--- config.mk ---
export PLATFORM = sky130hd
export DESIGN_NAME = detect_buf_sched
export DESIGN_NICKNAME = d
export VERILOG_FILES = /design/src/rtl/detect_buf_sched.sv
export SDC_FILE = /design/constraint.sdc
export NUM_CORES = 1
export LEC_CHECK = 0
export BUFFER_PORTS_ARGS = -buffer_cell sky130_fd_sc_hd__buf_4
export CAP_MARGIN = 20
export CORE_MARGIN = 2
export CORE_UTILIZATION = 38
export DETAILED_ROUTE_END_ITERATION = 8
export HOLD_SLACK_MARGIN = 0.06
export MAX_ROUTING_LAYER = met4
export PLACE_DENSITY_LB_ADDON = 0.1
export SLEW_MARGIN = 20
export SYNTH_ARGS = -nofsm -noshare
export SYNTH_HDL_FRONTEND = slang
export SYNTH_SLANG_ARGS = --single-unit
--- constraint.sdc ---
create_clock -name clk -period 3.7 [get_ports clk]
set_clock_uncertainty 0.05 [all_clocks]
set_input_delay 0 -clock clk [delete_from_list [all_inputs] [get_ports clk]]
set_output_delay 0 -clock clk [all_outputs]
set_load 0.05 [all_outputs]
--- src/rtl/detect_buf_sched.sv ---
// Multi-buffer capture/detect scheduler: fills frame buffers, hands them to the classifier in FIFO order.
// Ports: clk, rst (sync, active-high), cap_done, detect_done, continue_req (single-shot arm),
//   cont_mode, write_en_in, wr_addr, classifier_rd_addr -> mem_wr_en, mem_wr_addr,
//   mem_rd_addr, detect_en, detect_start, fill_level, busy.
//   `continue` is a SystemVerilog keyword, so the arm request port is named continue_req.
// Build option: define DROP_COUNT_EN to add the 8-bit saturating frames_dropped counter port.
module detect_buf_sched #(
    parameter int ADDR_W = 15,
    parameter int NBUF   = 2,
    localparam int BUF_W = (NBUF == 4) ? 2 : 1
) (
    input  logic                    clk,
    input  logic                    rst,
    input  logic                    cap_done,
    input  logic                    detect_done,
    input  logic                    continue_req,
    input  logic                    cont_mode,
    input  logic                    write_en_in,
    input  logic [ADDR_W-1:0]       wr_addr,
    input  logic [ADDR_W-1:0]       classifier_rd_addr,
    output logic                    mem_wr_en,
    output logic [ADDR_W+BUF_W-1:0] mem_wr_addr,
    output logic [ADDR_W+BUF_W-1:0] mem_rd_addr,
    output logic                    detect_en,
    output logic                    detect_start,
    output logic [BUF_W:0]          fill_level,
    output logic                    busy
`ifdef DROP_COUNT_EN
    ,
    output logic [7:0]              frames_dropped
`endif
);

    localparam int FW = BUF_W + 1;
    localparam logic [BUF_W:0] FULL = FW'(NBUF);

    typedef enum logic [1:0] {C_IDLE, C_SYNC, C_FILL} cap_state_t;
    typedef enum logic {D_IDLE, D_RUN} det_state_t;

    cap_state_t cstate, cnext;
    det_state_t dstate, dnext;

    logic             cap_done_z;
    logic             rise;
    logic             arm_latched, arm_next;
    logic [BUF_W-1:0] wr_ptr, rd_ptr;
    logic             inc, dec;
    logic             en_next, start_next;
    logic [BUF_W:0]   fill_cand;
    logic [BUF_W:0]   fill_next;

    assign rise = cap_done & ~cap_done_z;

    // Occupancy if the current frame completes this cycle, including a
    // concurrent release by the classifier.
    assign fill_cand = fill_level + FW'(1) - FW'(dec);
    assign fill_next = fill_level + FW'(inc) - FW'(dec);

    assign mem_wr_en   = (cstate == C_FILL) ? write_en_in : 1'b0;
    assign mem_wr_addr = {wr_ptr, wr_addr};
    assign mem_rd_addr = {rd_ptr, classifier_rd_addr};
    assign busy = (cstate != C_IDLE) || (dstate != D_IDLE) || (fill_level != '0);

    // Capture FSM
    always_comb begin
        cnext    = cstate;
        arm_next = arm_latched;
        inc      = 1'b0;
        unique case (cstate)
            C_IDLE: begin
                if (arm_latched || cont_mode) begin
                    cnext    = C_SYNC;
                    arm_next = 1'b0;
                end else if (continue_req) begin
                    arm_next = 1'b1;
                end
            end
            C_SYNC: begin
                if (rise && fill_level < FULL) cnext = C_FILL;
            end
            C_FILL: begin
                if (rise) begin
                    inc = 1'b1;
                    if (!cont_mode)            cnext = C_IDLE;
                    else if (fill_cand < FULL) cnext = C_FILL;
                    else                       cnext = C_SYNC;
                end
            end
            default: cnext = C_IDLE;
        endcase
    end

    // Detect FSM; its outputs are registered from the next-state values
    always_comb begin
        dnext      = dstate;
        dec        = 1'b0;
        en_next    = detect_en;
        start_next = 1'b0;
        unique case (dstate)
            D_IDLE: begin
                if (fill_level != '0) begin
                    dnext      = D_RUN;
                    en_next    = 1'b1;
                    start_next = 1'b1;
                end
            end
            D_RUN: begin
                if (detect_done) begin
                    dnext   = D_IDLE;
                    dec     = 1'b1;
                    en_next = 1'b0;
                end
            end
            default: dnext = D_IDLE;
        endcase
    end

    always_ff @(posedge clk) begin
        if (rst) begin
            cstate       <= C_IDLE;
            dstate       <= D_IDLE;
            cap_done_z   <= 1'b1;
            arm_latched  <= 1'b0;
            wr_ptr       <= '0;
            rd_ptr       <= '0;
            fill_level   <= '0;
            detect_en    <= 1'b0;
            detect_start <= 1'b0;
        end else begin
            cstate       <= cnext;
            dstate       <= dnext;
            cap_done_z   <= cap_done;
            arm_latched  <= arm_next;
            fill_level   <= fill_next;
            detect_en    <= en_next;
            detect_start <= start_next;
            if (inc) wr_ptr <= wr_ptr + 1'b1;
            if (dec) rd_ptr <= rd_ptr + 1'b1;
        end
    end

`ifdef DROP_COUNT_EN
    // A frame is lost when its start edge finds every buffer occupied
    logic drop;
    assign drop = rise &&
        ((cstate == C_SYNC && fill_level == FULL) ||
         (cstate == C_FILL && cont_mode && fill_cand >= FULL));

    always_ff @(posedge clk) begin
        if (rst)
            frames_dropped <= 8'd0;
        else if (drop && frames_dropped != 8'hFF)
            frames_dropped <= frames_dropped + 8'd1;
    end
`endif

endmodule

---- Word-level counts from Yosys, hierarchy flattened ----
Cells that the tools add are included.
operators by class
  order comparisons ....................... 2
  shift operators ......................... 0
  bitwise operators ....................... 3
  multiplexer cells ....................... 19
  equality and inequality tests ........... 7
  divide/modulo/power cells ............... 0
  multiply operators ...................... 0
  add/subtract/negate cells ............... 6
  reduce and logical (&&, ||, !) cells .... 12
operators by type and width
  kind                 number
  $mux 1               11
  $mux 2               5
  $ne 2x2->1 const B   5
  $pmux 2 s3           1
  $reduce_bool 2->1    3
  $lt 2x2->1 const B   2
  $pmux 1 s2           2
  $reduce_and 2->1     2
  $sub 2x1->2          2
  $logic_or 1x1->1     3
  $reduce_and 3->1     1
  $add 1x1->1 const B  2
  $add 2x1->2          1
  $add 2x1->2 const B  1
  $eq 2x1->1 const B   1
  $eq 2x2->1 const B   1
  $logic_not 2->1      1
  $not 1->1            2
  $reduce_or 2->1      1
  $and 1x1->1          1
  $logic_and 1x1->1    1
storage, ports and cells
  memories ................................ 0
  bits in latches ......................... 0
  RAM bits ................................ 0
  ROM bits ................................ 0
  flip-flop bits (word level) ............. 11
  output and inout bits ................... 38

---- Depth between registers and ports, before layout ----
  word-level depth ........................ 8
  depth in mapped cells ................... 9

---- Least setup slack after synthesis ----
No wires, ideal clock.
  path kind ............................... register to register
  start point ............................. reg cstate[0]
  end point ............................... reg fill_level[1]
  buffers on the path ..................... 1
  cell stages (with the launch flop) ...... 10
  path slack .............................. 1.982 ns
  arrival ................................. 1.539 ns
  clock period less this slack ............ 1.718 ns
  cells stage by stage .................... dfxtp_1 clkbuf_1 nor2b_2 nand3b_1 ha_1 inv_1 ha_1 xor2_1 xnor2_1 nor2_1
between the ends
  cells in the longest elaborated chain, start to end .. 4
RTL lines
  what                    RTL line  RTL
  start, declared         40        cap_state_t cstate, cnext;
  start signal, assigned  130       cstate <= cnext;
  $eq 2x2->1              69        unique case (cstate)
  $mux 1                  69
  $add 2x1->2             57        assign fill_next = fill_level + FW'(inc) - FW'(dec);
  $sub 2x1->2             57
  end signal, assigned    134       fill_level <= fill_next;
  end, declared           26        output logic [BUF_W:0] fill_level,
Every way passes these cells.
A chain may end at the register's enable or synchronous reset.

---- Final worst setup path ----
  start point ............................. reg cstate[1]
  end point ............................... reg arm_latched
between the ends
  cells in the longest elaborated chain, start to end .. 2
RTL lines
  what                        RTL line  RTL
  $logic_not 2->1             69
  $reduce_and 2->1 (no line)  -
  end signal, assigned        133       arm_latched <= arm_next;
  end, declared               45        logic arm_latched, arm_next;
Every way passes these cells.

==> qor.yml <==
status: "finished clean"
placed_cell_area_um2: 662
rows: 16
p_clk_frac: 0.141
cts_root_buffer: "clkbuf_4"
grt_remaining_overflow: 0
utilization: 0.545
route.vias.total: 629
synth_fp_nets: 133
p_comb_frac: 0.556
cts_tree: "yes"
drive_above_1_share: 0.202
p_sw_mw: 0.288
ctsResizeCount: 0
rrSetupSlack_ns: 1.44
crit_path_max_fanout: 9
crit_path_frequent_cell: "dlygate4sd3_1"
max_cap_violations: 0
grt_setup_unrepaired: "false"
ir_worst_vdd_v: 0.000381
syn_to_final_growth_pct: 36.0
criticalPathCategory: "reg -> reg"
clkTransAtPathRegs_ns: 0.08
rr_startpoint: "cstate[1]"
crit_chain: "nor4_1 -> nand2_1 -> dlygate4sd3_1 -> a21oi_1 -> dlygate4sd3_1"
cts.sinks: 11
ys_warn_count: 0
grt_max_degree: 12
worst_pin_slew_ns: 0.516
swShare: 0.487
max_slew_margin: 0.655
synth_edf_count: 0
syn_area_um2: 786
gp_congestion: 0.773
hold_viol: 0
initialDrtViolationCount: 0
hold_class: "in -> out"
avgSynthCellArea_um2: 8.36
critPathMaxStageDelay_ns: 0.56
place_inst: 99
path_delay_family: "buffers and inverters"
fin_tns_setup_ns: 0
hold_path_end: "mem_wr_en"
initial_core_util: 0.401
pwr-share-seq: 0.303
min_from: "write_en_in"
r2r-end: "arm_latched"
layout.cells.non_filler: 141
hpwlAfterDp_um: 865
drtAntennaViolNets: 0
r2r_cells: 5
pre_cts_slack_ns: 1.80
arrival_ns: 2.43
final_cell_mix: "38 x dlygate4sd3_1, 14 x buf_4, 11 x nor2_1, 11 x dfxtp_1, 4 x nor3_1"
die_w_um: 49.5
path_depth: 5
slowest_stage: "dlygate4sd3_1"
grt_pass1_wl_um: 2510
intPower_mw: 0.303
drt-total-wl_um: 1580
fin_area_mm2: 0.00107
p_leak_nw: 0.466
nets: 154
core_area_mm2: 0.00196
die_y_um: 49.5
portBuffers: 14
post_cts_buffers: 0
setup_ws_ns: 1.44
firstDrtPassIters: 1
remaining_drc_errors: 0
end_kind: "flip-flop"
holdPathStages: 3
crit_buf_inv: 2
synth_cells: 94
antenna_found_initial: 0
grt_usage: 0.138
synth_cell_types: 27
cts_buffers: 3
ys_seq_elements: 11
synth-seq-area-share: 0.280
worstSkewPairLatency_ns: 0.27
grt_pass1_vias: 538
wire_per_inst_um: 11.2
final-setup-viol-count: 0
ios: 75
whs_ns: 0.315
final_common_cell: "dlygate4sd3_1"
fmax_mhz: 443
fin_crit_ns: 2.26
ctsHoldBuffers: 38
clk_path_buf_depth: 2
htreeDepth: 1
fill_cells: 204
fin_crit_sh: 0.611
antennaDiodeCount: 0
vias_per_cell: 4.46
power.density_mw_per_mm2: 553
ys.flop_type: "dfxtp_1"
die_area_mm2: 0.00245
critical_path.startpoint_type: "flip-flop"
drv_slew: 0
required_ns: 3.87
power_mw: 0.591
ys_async_sr_fraction: 0
[sequential cells by signal, summed over array words and instances, names as in the netlist]
signal	cells
arm_latched	1
cap_done_z	1
cstate	2
detect_en	1
detect_start	1
dstate	1
fill_level	2
rd_ptr	1
wr_ptr	1
[tightest hold or removal path, stage by stage]
cell and delay (ns):
buf_4 0.07, and2_1 0.10, buf_4 0.19
[cell families (layout without fill, tap and decap cells)]
group                    after synthesis  after routing  share of synthesized area
buffers and inverters                 39             59                      0.349
AND/OR/NAND/NOR                       29             29                      0.191
flip-flops                            11             11                      0.280
AO/OA/AOI/OAI                          8              8                     0.0828
XOR/XNOR                               5              5                     0.0653
adder cells (fa/ha/maj)                2              2                     0.0318
[routing by layer]
layer  wire length, um  vias to the layer above  share of wire  track usage
met5                 0                        -              0            -
met4                 8                        0         0.0051       0.0556
met3               127                        2          0.080       0.0485
met2               808                       35           0.51        0.225
met1               636                      279           0.40        0.154
li1                  -                      313              -            -
[power groups by stage]
stage	Clock (mW)	Sequential, mW	Combinational [mW]
after detailed placement	0	0.182	0.234
after global placement	0	0.182	0.235
final	0.0833	0.179	0.328
after floorplan	0	0.203	0.252
after CTS	0.0892	0.180	0.332
after global routing	0.0953	0.187	0.348
[final cells by class]
| type | instances | area, um^2 | share of cell area |
|---|---|---|---|
| Clock buffer | 4 | 26.3 | 0.0246 |
| Tap cell | 27 | 33.8 | 0.0316 |
| Sequential cell | 11 | 220 | 0.206 |
| Multi-Input combinational cell | 44 | 292 | 0.273 |
| Inverter | 3 | 11.3 | 0.0105 |
| Timing Repair Buffer | 52 | 485 | 0.454 |
[synth_stat cells (all sizes together) (2+ instances only)]
master,instances,area (um^2)
dfxtp,11,220
a21oi,3,15.0
xnor2,3,33.8
xor2,2,17.5
nor3b,2,15.0
nor2,11,41.3
buf,34,255
nor2b,2,15.0
nor3,5,30.0
ha,2,25.0
clkbuf,2,7.51
nand2,3,11.3
inv,3,11.3
[how the worst max path moves through the flow]
stage / start / to / slack [ns]
CTS: cstate[1] / arm_latched / 1.45
floorplan: cstate[0] / fill_level[1] / 1.98
global placement: cstate[1] / fill_level[1] / 1.87
global route: cstate[1] / arm_latched / 1.29
finish: cstate[1] / arm_latched / 1.44
detailed placement: cstate[1] / fill_level[1] / 1.80
Power figures use the tool's default switching activity.
